File: config.mk
export PLATFORM = sky130hd
export DESIGN_NAME = uart_tx_fifo_reader
export DESIGN_NICKNAME = d
export VERILOG_FILES = /design/src/rtl/uart_tx_fifo_reader.sv
export SDC_FILE = /design/constraint.sdc
export NUM_CORES = 1
export LEC_CHECK = 0
export CORE_MARGIN = 2
export CORE_UTILIZATION = 45
export CTS_CLUSTER_DIAMETER = 100
export DETAILED_ROUTE_END_ITERATION = 8
export GPL_TIMING_DRIVEN = 1
export PLACE_DENSITY = 0.65
export SETUP_SLACK_MARGIN = 0.05
export SYNTH_ARGS = -nofsm -noshare
export SYNTH_HDL_FRONTEND = slang
export SYNTH_SLANG_ARGS = --single-unit
File: constraint.sdc
create_clock -name clk -period 5.6 [get_ports clk]
set_input_delay 1.12 -clock clk [delete_from_list [all_inputs] [get_ports clk]]
set_output_delay 1.12 -clock clk [all_outputs]
set_load 0.005 [all_outputs]
File: src/rtl/uart_tx_fifo_reader.sv
// ---------------------------------------------------------------------------
// uart_tx_fifo_reader
//
// Serial UART transmitter that drains a first-word-fall-through FIFO. Each
// FIFO word is sent as one frame: a start bit (low), DATA_BITS data bits LSB
// first, and a stop bit (high). Every bit lasts CLKS_PER_BIT clocks.
//
// The head word is captured on the same edge that starts the frame. fifo_pop
// is raised for that first start-bit cycle only, so the FIFO read pointer
// moves after the word is already held in the shift register.
//
// Parameters:
//   DATA_BITS     word width and data bits per frame (5..9)
//   CLKS_PER_BIT  clk cycles per serial bit (>= 2)
//
// Ports:
//   clk         system clock, rising edge
//   reset       synchronous, active-high reset
//   fifo_empty  FIFO holds no words
//   fifo_data   FIFO head word, valid while fifo_empty is low
//   fifo_pop    one-cycle pulse, FIFO advances its read pointer
//   tx          serial line, idle high, driven straight from a flop
//   busy        high while a frame is in flight (START/DATA/STOP)
//   done        one-cycle pulse in the IDLE cycle after the stop bit
// ---------------------------------------------------------------------------
module uart_tx_fifo_reader #(
    parameter int DATA_BITS    = 8,
    parameter int CLKS_PER_BIT = 868
) (
    input  logic                 clk,
    input  logic                 reset,
    input  logic                 fifo_empty,
    input  logic [DATA_BITS-1:0] fifo_data,
    output logic                 fifo_pop,
    output logic                 tx,
    output logic                 busy,
    output logic                 done
);

    localparam int BAUD_W = (CLKS_PER_BIT > 1) ? $clog2(CLKS_PER_BIT) : 1;
    localparam int BIT_W  = (DATA_BITS > 1) ? $clog2(DATA_BITS) : 1;

    localparam logic [BAUD_W-1:0] BAUD_LAST = BAUD_W'(CLKS_PER_BIT - 1);
    localparam logic [BIT_W-1:0]  BIT_LAST  = BIT_W'(DATA_BITS - 1);

    // Elaboration-time parameter guards.
    generate
        if (CLKS_PER_BIT < 2) begin : g_bad_cpb
            $error("uart_tx_fifo_reader: CLKS_PER_BIT must be >= 2");
        end
        if (DATA_BITS < 5 || DATA_BITS > 9) begin : g_bad_db
            $error("uart_tx_fifo_reader: DATA_BITS must be in 5..9");
        end
    endgenerate

    typedef enum logic [1:0] {
        IDLE  = 2'd0,
        START = 2'd1,
        DATA  = 2'd2,
        STOP  = 2'd3
    } state_t;

    state_t               state;
    logic [BAUD_W-1:0]    baud_cnt;
    logic [BIT_W-1:0]     bit_cnt;
    logic [DATA_BITS-1:0] shift;

    // Last cycle of the current serial bit.
    logic bit_end;
    assign bit_end = (baud_cnt == BAUD_LAST);

    always_ff @(posedge clk) begin
        if (reset) begin
            state    <= IDLE;
            tx       <= 1'b1;
            fifo_pop <= 1'b0;
            busy     <= 1'b0;
            done     <= 1'b0;
            baud_cnt <= '0;
            bit_cnt  <= '0;
            shift    <= '0;
        end else begin
            // Both strobes are single-cycle pulses.
            fifo_pop <= 1'b0;
            done     <= 1'b0;

            // Free-running bit timer while a frame is in flight.
            if (state != IDLE) begin
                baud_cnt <= bit_end ? '0 : baud_cnt + BAUD_W'(1);
            end

            case (state)
                IDLE: begin
                    tx <= 1'b1;
                    if (!fifo_empty) begin
                        // Capture and pop together; the pop is seen by the
                        // FIFO after the word is already held here.
                        shift    <= fifo_data;
                        fifo_pop <= 1'b1;
                        tx       <= 1'b0;
                        busy     <= 1'b1;
                        baud_cnt <= '0;
                        bit_cnt  <= '0;
                        state    <= START;
                    end
                end

                START: begin
                    if (bit_end) begin
                        tx    <= shift[0];
                        state <= DATA;
                    end
                end

                DATA: begin
                    if (bit_end) begin
                        if (bit_cnt == BIT_LAST) begin
                            tx    <= 1'b1;
                            state <= STOP;
                        end else begin
                            // tx takes the bit that becomes shift[0] next.
                            shift   <= shift >> 1;
                            tx      <= shift[1];
                            bit_cnt <= bit_cnt + BIT_W'(1);
                        end
                    end
                end

                STOP: begin
                    if (bit_end) begin
                        state <= IDLE;
                        busy  <= 1'b0;
                        done  <= 1'b1;
                    end
                end

                default: begin
                    state <= IDLE;
                    tx    <= 1'b1;
                    busy  <= 1'b0;
                end
            endcase
        end
    end

endmodule

# After elaboration in Yosys (flattened, before gate mapping)
# Index checks and enable logic that the tools add are counted.
[word_totals]
reg_bits = 27
elab_cells = 62
[classes]
addsub = 2
eq_ne = 11
mux = 28
bitwise_logic = 2
n_reduce_logical = 11
[op_table]
columns = ["op", "count"]
rows = [
  ["$mux 10", 4],
  ["$mux 8", 3],
  ["$pmux 8 s2", 1],
  ["$ne 2x2->1 const B", 6],
  ["$add 10x1->10 const B", 1],
  ["$eq 10x10->1 const B", 1],
  ["$mux 2", 5],
  ["$mux 3", 3],
  ["$mux 1", 8],
  ["$pmux 2 s4", 1],
  ["$pmux 3 s2", 1],
  ["$reduce_and 3->1", 2],
  ["$reduce_bool 2->1", 3],
  ["$reduce_and 5->1", 1],
  ["$eq 2x2->1 const B", 2],
  ["$reduce_and 4->1", 1],
  ["$reduce_or 2->1", 2],
  ["$add 3x1->3 const B", 1],
  ["$eq 3x3->1 const B", 1],
  ["$pmux 1 s3", 1],
  ["$reduce_bool 3->1", 1],
  ["$eq 2x1->1 const B", 1],
  ["$logic_not 2->1", 1],
  ["$not 1->1", 2],
  ["$pmux 1 s2", 1],
]

# Depth between registers and ports, before layout
# Gate-level depths: netlist of the first run.
[logic_depth]
ltp_word = 5
mapped_depth = 7
ltp_nobuf = 6

# Worst setup path before layout of the first run
# OpenSTA, ideal clock, no wires.
[synth_path]
kind = "in2reg"
from = "in fifo_empty"
to = "reg state[1]"
setup_ns = 0.115
arrival_time_ns = 2.127
path_slack_ns = 3.358
path_stages = 5
n_path_buf = 1
path_cell_list = "and2_1 > buf_6 > or4_1 > and3_1 > o21ba_1"
[synth_via]
elab_chain_cells = 2
[synth_rtl]
columns = ["element", "line", "source"]
rows = [
  ["start, declared", "32", "input logic fifo_empty,"],
  ["$ne 2x2->1 (no line)", "-", ""],
  ["$reduce_and 5->1 (no line)", "-", ""],
  ["end signal, assigned", "74", "state <= IDLE;"],
  ["end signal, assigned", "104", "state <= START;"],
  ["end signal, assigned", "111", "state <= DATA;"],
  ["end, declared", "63", "state_t state;"],
]
# Every way passes these cells.
# A chain may end at the register's enable or synchronous reset.

# Worst setup path after layout of the first run
[layout_path]
from = "in fifo_empty"
to = "reg state[0]"
# Same word-level chain as after synthesis.

==> results.tsv, run 1 <==
stage	metric	value	unit
timing	Fmax	0.367	GHz
final_layout	Nets	198	
clock_tree	worst skew pair latency	0.34	ns
worst_setup_path	CP required	5.85	ns
floorplan	IO Count	15	
worst_setup_path	CP Data Arrival Time	2.97	ns
place	IO Port Bufs	14	
timing	Fin. Hold Viols	0	
global_routing	vias in the first global route	1327	
route	drt initial violations	73	
global_routing	first-pass GRT wire length	5850	um
synth	Main synth FF type	dfxtp_1	
clock_tree	Clock Sinks	27	
route	Initial DRT Pass Iterations	4	
worst_setup_path	crit-path max FO	12	
route	Via Count	1316	
clock_tree	# hold bufs at CTS	0	
power_and_ir_drop	pwr dens	398	nW/um^2
power_and_ir_drop	Leakage	0.566	nW
clock_tree	CTS tree	built	
clock_tree	setup bufs post-CTS	0	
timing	total negative setup slack	0	ns
global_routing	pin count of the biggest net entering global routing	30	
timing	Worst Max-Slew Pin Slew	1.04	ns
final_layout	Filler cells	336	
hold_path	path category of the worst min-delay check	flop to flop	
worst_setup_path	Setup crit end kind	flop	
power_and_ir_drop	Power, Total	0.667	mW
timing	RSZ-0062 raised after global routing	no	
floorplan	Die Ht	62.4	um
global_routing	total track usage	0.186	
route	DR vias/cell	5.88	
final_layout	area grow syn2layout	9.31	%
timing	setup ws final	2.87	ns
synth	Post-Syn Instances	172	
final_layout	sequential cell area	541	sq um
worst_setup_path	critical path class	input port to flop	
synth	register bit total from synthesis	27	
route	Post-Route WL	3450	um
run	maxcap violations	0	
final_layout	antenna cells	0	
synth	Synth Net Count	191	
floorplan	die width	62.4	um
route	Wirelength per Cell	15.4	um
route	Detail Route Antenna Nets	0	
floorplan	# rows	21	
timing	Final Cycle Share	0.487	
floorplan	Core Region	3310	sq um
clock_tree	clock root cell	clkbuf_4	
global_routing	initial antenna violation count	0	
worst_setup_path	R2R Setup Slk	3.16	ns
route	DRC viols	0	
clock_tree	CTS HTree Levels	1	
final_layout	share of cells above drive strength 1	0.0337	
synth	post-synthesis sequential area ratio	0.353	
synth	asr flop ratio synth	0	
power_and_ir_drop	VDD IR max	0.000177	V
clock_tree	post-cts sizing count	0	
synth	mean post-synth cell area	8.91	sq um
place	global placement routability congestion	0.803	
synth	yosys synthesis warning count	0	
timing	Slew Viols, Final	0	
clock_tree	total CTS buffers	3	
floorplan	die area	3890	sq um
place	dpl ws	2.53	ns
global_routing	Congestion Overflow GR	0	
outcome	status	complete, no violations	
timing	worst rel slew slack	0.302	
clock_tree	clk slew on worst S/H paths	0.15	ns
worst_setup_path	CP startpoint kind	input port	
floorplan	Initial Util	0.463	
clock_tree	CTS Buffer Depth	2	
synth	Yosys cell types	41	
final_layout	multi-input logic area	892	sq um
synth	Post-synth EDFFs	0	
place	detailed placement HPWL	2480	um
synth	synthesized area	1530	sq um
timing	final count of negative-setup-slack endpoints	0	
timing	final worst path period need	2.73	ns
timing	clock skew	0.00738	ns
## cell type report
type | count | share of cell area
timing repair buffer | 14 | 0.0836
inverter | 5 | 0.0112
clock buffer | 4 | 0.0157
tap | 46 | 0.0344
multi-input combinational | 128 | 0.532
sequential | 27 | 0.323
## state kept, by name, indices dropped and copies added, names as in the netlist
| register | count |
|---|---|
| fifo_pop | 1 |
| tx | 1 |
| shift | 8 |
| state | 2 |
| done | 1 |
| bit_cnt | 3 |
| busy | 1 |
| baud_cnt | 10 |
## cells in the mapped netlist (all sizes together), types with 2 or more instances
| cell type | number | area (sq um) |
|---|---|---|
| nand3 | 8 | 45.0 |
| o2111ai | 2 | 17.5 |
| o211ai | 6 | 45.0 |
| and2 | 4 | 25.0 |
| nand3b | 3 | 22.5 |
| mux2i | 9 | 90.1 |
| nand2 | 9 | 36.3 |
| a31oi | 2 | 12.5 |
| a221oi | 2 | 17.5 |
| xnor2 | 4 | 35.0 |
| a22oi | 2 | 15.0 |
| a21boi | 2 | 15.0 |
| nor3 | 5 | 25.0 |
| inv | 5 | 18.8 |
| clkbuf | 5 | 28.8 |
| buf | 7 | 52.6 |
| and3 | 4 | 25.0 |
| nor2 | 10 | 37.5 |
| a21oi | 11 | 55.1 |
| dfxtp | 27 | 541 |
| a211oi | 16 | 120 |
| ha | 8 | 100 |
| nor3b | 2 | 15.0 |
| or3 | 4 | 25.0 |
| o21ai | 5 | 25.0 |
## power breakdown
| part | internal [mW] | switching, mW |
|---|---|---|
| clock | 0.0280 | 0.0610 |
| combinational | 0.129 | 0.168 |
| sequential | 0.240 | 0.0409 |
| total | 0.397 | 0.270 |
## stage by stage
stage          cells  instance area, sq um  utilization  hold slack (ns)
2_1_floorplan    172                  1530            -            0.461
3_3_place_gp     220                  1650        0.498            0.472
3_5_place_dp     220                  1650        0.498            0.491
4_1_cts          224                  1680        0.506            0.512
5_1_grt          224                  1680        0.506            0.541
6_report         224                  1680        0.506            0.509
## path summary, 6_finish.rpt
path | start | endpoint | cells past startpoint
hold / removal | shift[7] | shift[7] | 2
setup reg to reg | state[0] | shift[6] | 6
hold reg to reg | shift[7] | shift[7] | 2
setup / recovery | fifo_empty | state[0] | 5
## kinds of logic (layout without fill, tap and decap cells)
family	count (synthesis)	after routing	synth area share
XOR/XNOR	4	4	0.0229
flip-flops	27	27	0.353
adder cells (fa/ha/maj)	8	8	0.0653
multiplexers	9	9	0.0588
AO/OA/AOI/OAI	52	52	0.233
buffers and inverters	17	23	0.0653
AND/OR/NAND/NOR	55	55	0.202
## per-layer routing
layer / part of all wire / track usage
met2: 0.50 / 0.326
met3: 0.025 / 0.0290
met1: 0.45 / 0.224
met4: 0.021 / 0.0833
met5: 0 / 0
## worst max-delay path, stage by stage
cell and delay [ns]:
clkdlybuf4s50_1 0.60, and2_1 0.38, or4_1 0.48, and3_1 0.20, a211oi_1 0.18
## layout by cell type (no fill, tap or decap), types with 3 or more instances in the layout
cell and n:
dfxtp_1 27, a211oi_1 16, clkdlybuf4s50_1 14, a21oi_1 11, nor2_1 10, mux2i_1 9
nand2_1 8, ha_1 8, nand3_1 7, o211ai_1 6, inv_1 5, nor3_1 5
and2_1 4, xnor2_1 4, or3_1 4, and3_1 4, o21ai_1 3, nand3b_1 3
clkbuf_4 3
Power figures use the tool's default switching activity.
==> inputs of run 2 (changes only) <==
Settings changed: PLACE_DENSITY 0.65 to 0.68.
Clock period 5.6 ns to 2.4 ns, I/O delays scaled along.
==> results.tsv, run 2 (synthesis results as in run 1) <==
stage	metric	value	unit	change
hold_path	path category of the worst min-delay check	flop to flop		unchanged
final_layout	Top reg by flops	baud_cnt		unchanged
outcome	status	complete, no violations		unchanged
global_routing	pin count of the biggest net entering global routing	20		was 30
final_layout	commonest non-fill, non-tap cell in the layout	dfxtp_1		unchanged
worst_setup_path	CP required	2.61	ns	was 5.85 ns
timing	final worst path period need	2.05	ns	
clock_tree	# hold bufs at CTS	0		unchanged
final_layout	share of cells above drive strength 1	0.0703		was 0.0337
worst_setup_path	critical path's top delay family	compound AO/OA/AOI/OAI gates		was simple AND/OR/NAND/NOR gates
clock_tree	clk slew on worst S/H paths	0.15	ns	about the same
place	global placement routability congestion	0.799		was 0.803
timing	setup ws final	0.348	ns	was 2.87 ns
route	Detail Route Antenna Nets	0		unchanged
final_layout	most frequent cells in the layout	dfxtp_1, a211oi_1, clkdlybuf4s50_1, a21oi_1, nor2_1		unchanged
floorplan	# rows	21		unchanged
floorplan	die width	62.4	um	unchanged
global_routing	initial antenna violation count	0		unchanged
route	Via Count	1316		unchanged
clock_tree	CTS HTree Levels	1		unchanged
floorplan	IO Count	15		unchanged
global_routing	first-pass GRT wire length	5760	um	was 5850 um
timing	clock skew	0.00812	ns	was 0.00738 ns
final_layout	Nets	205		was 198
worst_setup_path	crit-path max FO	7		was 12
timing	final count of negative-setup-slack endpoints	0		unchanged
clock_tree	worst skew pair latency	0.33	ns	was 0.34 ns
timing	Fin. Hold Viols	0		unchanged
clock_tree	Clock Sinks	27		unchanged
run	maxcap violations	0		unchanged
power_and_ir_drop	Leakage	0.600	nW	was 0.566 nW
clock_tree	CTS Buffer Depth	2		unchanged
final_layout	antenna cells	0		unchanged
route	DR vias/cell	5.70		was 5.88
worst_setup_path	CP peak stage delay	0.49	ns	was 0.60 ns
floorplan	die area	3890	sq um	unchanged
clock_tree	setup bufs post-CTS	0		unchanged
timing	Fmax	0.487	GHz	
route	Initial DRT Pass Iterations	4		unchanged
place	IO Port Bufs	14		unchanged
power_and_ir_drop	pwr dens	936	nW/um^2	was 398 nW/um^2
worst_setup_path	Worst path slowest cell	o21ai_1		was clkdlybuf4s50_1
power_and_ir_drop	switch share	0.395		was 0.405
clock_tree	post-cts sizing count	0		unchanged
final_layout	max reg flops	10		unchanged
timing	total negative setup slack	0	ns	unchanged
final_layout	biggest registers after layout	baud_cnt (10), shift (8), bit_cnt (3)		unchanged
route	Post-Route WL	3260	um	was 3450 um
final_layout	Non-Filler Instances	231		was 224
global_routing	Congestion Overflow GR	0		unchanged
power_and_ir_drop	Net Sw Power	0.639	mW	was 0.270 mW
place	DP Cell Count	227		was 220
final_layout	Filler cells	322		was 336
worst_setup_path	Critical path buffers and inverters	0		was 1
floorplan	Core Region	3310	sq um	unchanged
global_routing	vias in the first global route	1267		was 1327
clock_tree	CTS tree	built		unchanged
clock_tree	clock root cell	clkbuf_4		unchanged
floorplan	Initial Util	0.463		unchanged
floorplan	Die Ht	62.4	um	unchanged
timing	RSZ-0062 raised after global routing	no		unchanged
timing	Worst Max-Slew Pin Slew	0.684	ns	was 1.04 ns
timing	Fin Hold WS	0.494	ns	was 0.509 ns
worst_setup_path	CP Data Arrival Time	2.26	ns	was 2.97 ns
clock_tree	total CTS buffers	3		unchanged
power_and_ir_drop	Power, Total	1.62	mW	was 0.667 mW
worst_setup_path	CP cell instances	ha_1, nor4b_2, nand2_2, o21ai_1, a211oi_1		was clkdlybuf4s50_1, and2_1, or4_1, and3_1, a211oi_1
power_and_ir_drop	Clock Power Share	0.125		was 0.133
route	Wirelength per Cell	14.1	um	was 15.4 um
global_routing	total track usage	0.181		was 0.186
place	detailed placement HPWL	2450	um	was 2480 um
power_and_ir_drop	Logic pwr share	0.469		was 0.445
timing	Slew Viols, Final	0		unchanged
power_and_ir_drop	VDD IR max	0.000581	V	was 0.000177 V
power_and_ir_drop	Internal Dissipation	0.977	mW	was 0.397 mW
worst_setup_path	critical path class	flop to flop		was input port to flop
timing	Final Cycle Share	0.855		
place	dpl ws	0.272	ns	was 2.53 ns
route	DRC viols	0		unchanged
route	drt initial violations	47		was 73
timing	worst rel slew slack	0.542		was 0.302
worst_setup_path	R2R Setup Slk	0.35	ns	was 3.16 ns
power_and_ir_drop	Sequential Power Share	0.406		was 0.421
worst_setup_path	CP startpoint kind	flop		was input port
worst_setup_path	Setup crit end kind	flop		unchanged
final_layout	area grow syn2layout	12.7	%	was 9.31%
-- run 2: worst paths after layout --
kind	from	end	cells past startpoint
setup / recovery	baud_cnt[0]	shift[2]	5
hold / removal	baud_cnt[1]	baud_cnt[1]	2
setup reg to reg	baud_cnt[0]	shift[2]	5
hold reg to reg	baud_cnt[1]	baud_cnt[1]	2
-- run 2: cell type report --
class / count / area [sq um] / share of cell area
multi-input combinational: 128 / 892 / 0.516
sequential: 27 / 541 / 0.313
timing repair buffer: 21 / 193 / 0.112
tap: 46 / 57.6 / 0.0333
clock buffer: 4 / 26.3 / 0.0152
inverter: 5 / 18.8 / 0.0109
-- run 2: routing by layer --
metal  wire length [um]  track usage
met5                  0            0
met1               1540        0.237
met2               1550        0.303
met4                 66       0.0639
met3                 94       0.0272
-- run 2: worst register-to-register path, delay by kind of cell, from the launching register on --
kind	cells	cell delay, ns
AO/OA/AOI/OAI	2	0.64
AND/OR/NAND/NOR	2	0.63
flip-flops	1	0.42
adder cells (fa/ha/maj)	1	0.24
-- run 2: per-stage QoR --
stage / cell area [sq um] / util
4_1_cts: 1730 / 0.522
3_5_place_dp: 1700 / 0.514
5_1_grt: 1730 / 0.522
2_1_floorplan: 1530 / -
6_report: 1730 / 0.522
3_3_place_gp: 1700 / 0.514
-- run 2: power by group through the flow --
| stage | sequential, mW | combinational, mW | clock, mW |
|---|---|---|---|
| 2_1_floorplan | 0.644 | 0.577 | 0 |
| 3_3_place_gp | 0.660 | 0.727 | 0 |
| 3_5_place_dp | 0.664 | 0.750 | 0 |
| 4_1_cts | 0.655 | 0.753 | 0.207 |
| 5_1_grt | 0.671 | 0.845 | 0.229 |
| 6_report | 0.657 | 0.758 | 0.201 |
==> edit 1 (settings of run 2) <==
Re-encode `state_t` (4 states) as one-hot, 4 bits wide.
--- a/src/rtl/uart_tx_fifo_reader.sv
+++ b/src/rtl/uart_tx_fifo_reader.sv
@@ -53,11 +53,11 @@
         end
     endgenerate
 
-    typedef enum logic [1:0] {
-        IDLE  = 2'd0,
-        START = 2'd1,
-        DATA  = 2'd2,
-        STOP  = 2'd3
+    typedef enum logic [3:0] {
+        IDLE  = 4'b0001,
+        START = 4'b0010,
+        DATA  = 4'b0100,
+        STOP  = 4'b1000
     } state_t;
 
     state_t               state;
Check against the original RTL: no difference found for any inputs over 10 cycles, from zero or initial values and one cycle with reset high; not proved beyond that.
==> edit 1 against run 2 <==
Design area increased by 6.8%; wire length increased by 3.9%; highest routed layer unchanged; worst hold slack got worse by 0.029 ns; first-iteration DRC count increased by 110%; critical path depth unchanged; fmax decreased by 5.3%; sequential cell count increased by 2; area after synthesis increased by 4.7%; worst setup slack got worse by 0.11 ns; cell count increased by 2.2%.
Power is not compared: it rests on default switching activity, and its combinational part moved more than twofold at a synthesized area within 25%.
==> edit 1: results (changes against run 2) <==
outcome: "finished, final reports clean"
intPower_w: 0.000768
hold_path_class: "reg -> reg"
crit_start: "baud_cnt[0]"
clock_latency_ns: 0.33  # about the same
grt_pass1_vias: 1364  # +7.7%
worstPathArrival_ns: 2.43  # +0.17 ns
fillers: 313  # -2.8%
fin_cells: 236  # +2.2%
viasPerCell: 6.13  # +7.6%
syn-num-nets: 188  # -1.6%
wl_um: 3390  # +3.9%
ys_top_cells_by_count: "dfxtp_1 (29), a211oi_1 (15), nand2_1 (12), a21oi_1 (11), mux2i_1 (11)"
tightest_slew_ns: 0.505  # -0.179 ns
numCtsBuffers: 5  # +2
htreeDepth: 2  # +1
reg_top3: "baud_cnt x10, shift x8, state x4"
synth_cell_types: 54  # +32%
skew_ns: 0.00518  # -0.00294 ns
path_clk_slew_ns: 0.09  # -0.06 ns
syn_avg_cell_area_um2: 9.22  # +3.5%
cts_root_buf: "clkbuf_4"
antenna_found_initial: 0  # unchanged
place_area_um2: 1790  # +5.0%
drive_gt1_share_pct: 11.6  # +4.6 points
ys_top_cells_by_area: "dfxtp_1 (36%), a211oi_1 (7.0%), mux2i_1 (6.9%)"
fin_nets: 204  # -0.49%
grt_pass1_wl_um: 6040  # +4.8%
p_leak_nw: 0.654
first_iter_violations: 99  # +110%
min-delay-start: "bit_cnt[1]"
diodes: 0  # unchanged
place_congestion: 0.907  # +14%
dp.cells: 229  # +0.88%
grt_max_degree: 24  # +20%
grt_usage_pct: 18.9  # +0.87 points
dpl.hpwl_um: 2430  # -0.96%
yosysSeqAreaShare_pct: 36.2  # +0.93 points
worst_ir_drop_vdd_mv: 0.260
path_max_fanout: 8  # +1
async_flop_share_pct: 0  # unchanged
## edit 1: metrics by stage
stage	total power (W)	worst slack, ns
after CTS	0.00110	0.173
after floorplan	0.000721	0.507
after global routing	0.00116	0.0315
final	0.00109	0.234
after global placement	0.000790	0.299
after detailed placement	0.000799	0.196
## edit 1: logic make-up after synthesis
kind of cell | Yosys count | share of synthesized area, %
AO/OA/AOI/OAI | 55 | 25.6
XOR/XNOR | 3 | 1.64
adder cells (fa/ha/maj) | 3 | 2.34
buffers and inverters | 12 | 3.74
flip-flops | 29 | 36.2
multiplexers | 11 | 6.86
AND/OR/NAND/NOR | 61 | 23.6
## edit 1: cell type report
cell class                      instances  area [µm²]  area share (%)
Clock buffer                            7        55.1            2.98
Tap cell                               46        57.6            3.12
Inverter                                2        7.51           0.407
Multi-Input combinational cell        133         967            52.4
Sequential cell                        29         581            31.5
Timing Repair Buffer                   19         178            9.63
## edit 1: worst max-delay path, stage by stage (launching register included)
cell,delay (ns)
dfxtp_1,0.40
ha_1,0.23
nor4b_1,0.45
nand3_1,0.39
a311oi_2,0.42
mux2i_1,0.22
## edit 1: per-layer routing
layer,track usage [%],vias up,wire (µm)
met5,0,-,0
met4,9.24,0,67
met3,5.89,7,206
met2,30.5,47,1550
met1,22.8,686,1560
li1,-,706,-
## edit 1: power by group through the flow
| stage | Clock [W] | Sequential (W) | Combinational (W) |
|---|---|---|---|
| global placement | 0 | 0.000561 | 0.000229 |
| CTS | 0.000316 | 0.000552 | 0.000236 |
| floorplan | 0 | 0.000546 | 0.000176 |
| detailed placement | 0 | 0.000564 | 0.000235 |
| global route | 0.000338 | 0.000558 | 0.000259 |
| finish | 0.000304 | 0.000553 | 0.000237 |
## edit 1: final timing paths
check | to | slack, ns | cells after the start
hold reg to reg | bit_cnt[1] | 0.47 | 2
hold / removal | bit_cnt[1] | 0.47 | 2
setup reg to reg | state[2] | 0.23 | 5
setup / recovery | state[2] | 0.23 | 5
## edit 1: what timing repair did
action,CTS,global route
endpoints found under the setup margin,0,7
setup buffers,0,0
gates resized for setup,0,1
==> edit 2 (settings of run 2) <==
Without the edit above. `CLKS_PER_BIT`: 868 -> 434.
--- a/src/rtl/uart_tx_fifo_reader.sv
+++ b/src/rtl/uart_tx_fifo_reader.sv
@@ -25,7 +25,7 @@
 // ---------------------------------------------------------------------------
 module uart_tx_fifo_reader #(
     parameter int DATA_BITS    = 8,
-    parameter int CLKS_PER_BIT = 868
+    parameter int CLKS_PER_BIT = 434
 ) (
     input  logic                 clk,
     input  logic                 reset,
Function: same outputs for any inputs over 10 cycles, from zero or initial values and one cycle with reset high; that may be too few to reach the edited logic, so the function may still have changed.
==> edit 2 against run 2 <==
Via count is 1.1% higher; wire length down 0.64%; design area is 2.1% lower; worst setup slack improved by 0.11 ns; sequential cell count fell by 1; total power rose by 2.8%; die area is 4.7% lower; area after synthesis decreased by 5.1%; critical path type unchanged.
==> edit 2: results (changes against run 2) <==
outcome: "finished, final reports clean"
ys_top_cells_by_count: "dfxtp_1 (26), a21oi_1 (18), nor2_1 (17), nand2_1 (11), o21ai_0 (11)"
tightest_slew_ns: 0.503  # -0.182 ns
min_to: "busy"
dpl.hpwl_um: 2450  # -0.25%
synth-xor-area-share_pct: 0.602  # -1.7 points
cts_root_buf: "clkbuf_4"
synth-compound-area-share_pct: 24.1  # +0.81 points
grt_max_degree: 15  # -25%
holdWs_ns: 0.508  # +0.0131 ns
p_leak_nw: 0.618  # +3.0%
wl_um: 3240  # -0.64%
fin_nets: 204  # -0.49%
path_max_fanout: 9  # +2
worst_ir_drop_vdd_mv: 0.534  # -8.2%
postRouteAntennaNets: 0  # unchanged
fillers: 310  # -3.7%
grt_usage_pct: 19.4  # +1.3 points
ys_top_cells_by_area: "dfxtp_1 (36%), ha_1 (6.9%), a21oi_1 (6.2%)"
antenna_found_initial: 0  # unchanged
preCtsSetupSlack_ns: 0.347  # +0.0755 ns
place_congestion: 0.839  # +5.0%
min-delay-start: "busy"
synth_cell_types: 43  # +4.9%
grt_pass1_vias: 1161  # -8.4%
skew_ns: 0.00169  # -0.00642 ns
drive_gt1_share_pct: 10.3  # +3.3 points
viasPerCell: 5.83  # +2.4%
syn-num-nets: 188  # -1.6%
reg2reg_depth: 6  # +1
reg2reg_from: "state[0]"
worstPathArrival_ns: 2.23  # -0.03 ns
reg_top3: "baud_cnt x9, shift x8, bit_cnt x3"
r2r_end: "baud_cnt[5]"
grt_pass1_wl_um: 5400  # -6.2%
synthAdderAreaFrac_pct: 6.88  # +0.35 points
diodes: 0  # unchanged
r2r_setup_slack_ns: 0.46  # +0.11 ns
muxShareOfSynthArea_pct: 2.06  # -3.8 points
dr.pass1.iters: 4  # unchanged
first_iter_violations: 54  # +15%
yosysSeqAreaShare_pct: 35.8  # +0.50 points
==> edit 2: changes by cell type in the layout (fill, tap and decap cells not counted), sizes merged, moves of 3 or more <==
cell	before	now
a211oi	16	2
a21oi	11	18
and3	4	1
mux2i	9	3
nand2	9	12
nor2	10	18
nor4	0	3
o211ai	6	0
o21ai	5	12
o221a	0	8
o311ai	0	3
xnor2	4	1
==> edit 2: power breakdown <==
group          switching (W)  internal (W)
Clock               0.000138     0.0000930
Combinational       0.000451      0.000350
Sequential         0.0000918      0.000538
==> edit 2: cells by family (layout without fill, tap and decap cells) <==
family,after synthesis,in the layout
simple gates,67,67
compound gates,51,51
flops,26,26
buf+inv,13,28
fa+ha+maj,8,8
mux,3,3
xor+xnor,1,1
==> edit 2: how the worst max path moves through the flow <==
stage / from / to / slack (ns) / cells after the start
2_1_floorplan: state[0] / shift[0] / 0.66 / 8
3_3_place_gp: fifo_empty / shift[2] / 0.37 / 5
3_5_place_dp: fifo_empty / shift[0] / 0.35 / 5
4_1_cts: state[0] / baud_cnt[5] / 0.48 / 6
5_1_grt: state[0] / baud_cnt[5] / 0.27 / 6
6_report: state[0] / baud_cnt[5] / 0.46 / 6
==> edit 2: final cells by class <==
type,instances,area [µm²],share of cell area [%]
timing repair buffer,19,178,10.5
inverter,5,18.8,1.11
clock buffer,4,36.3,2.14
tap,44,55.1,3.25
multi-input combinational,130,883,52.2
sequential,26,520,30.8
==> edit 2: per-layer routing <==
| layer | share of wire (%) | GRT usage [%] | vias to the layer above |
|---|---|---|---|
| li1 | - | - | 670 |
| met1 | 51 | 27.6 | 634 |
| met2 | 45 | 29.5 | 21 |
| met3 | 3.4 | 3.84 | 5 |
| met4 | 1.1 | 5.90 | 0 |
| met5 | 0 | 0 | - |
==> edit 2: stage by stage <==
stage | area [µm²] | instances
after floorplan | 1460 | 169
after global placement | 1660 | 224
after detailed placement | 1660 | 224
after CTS | 1690 | 228
after global routing | 1690 | 228
final | 1690 | 228
==> edit 2: critical path, cell delays in order (launching register included) <==
cell	delay, ns
dfxtp_1	0.42
inv_1	0.08
ha_1	0.30
buf_4	0.21
a21oi_1	0.41
nor4b_1	0.33
a311o_1	0.16
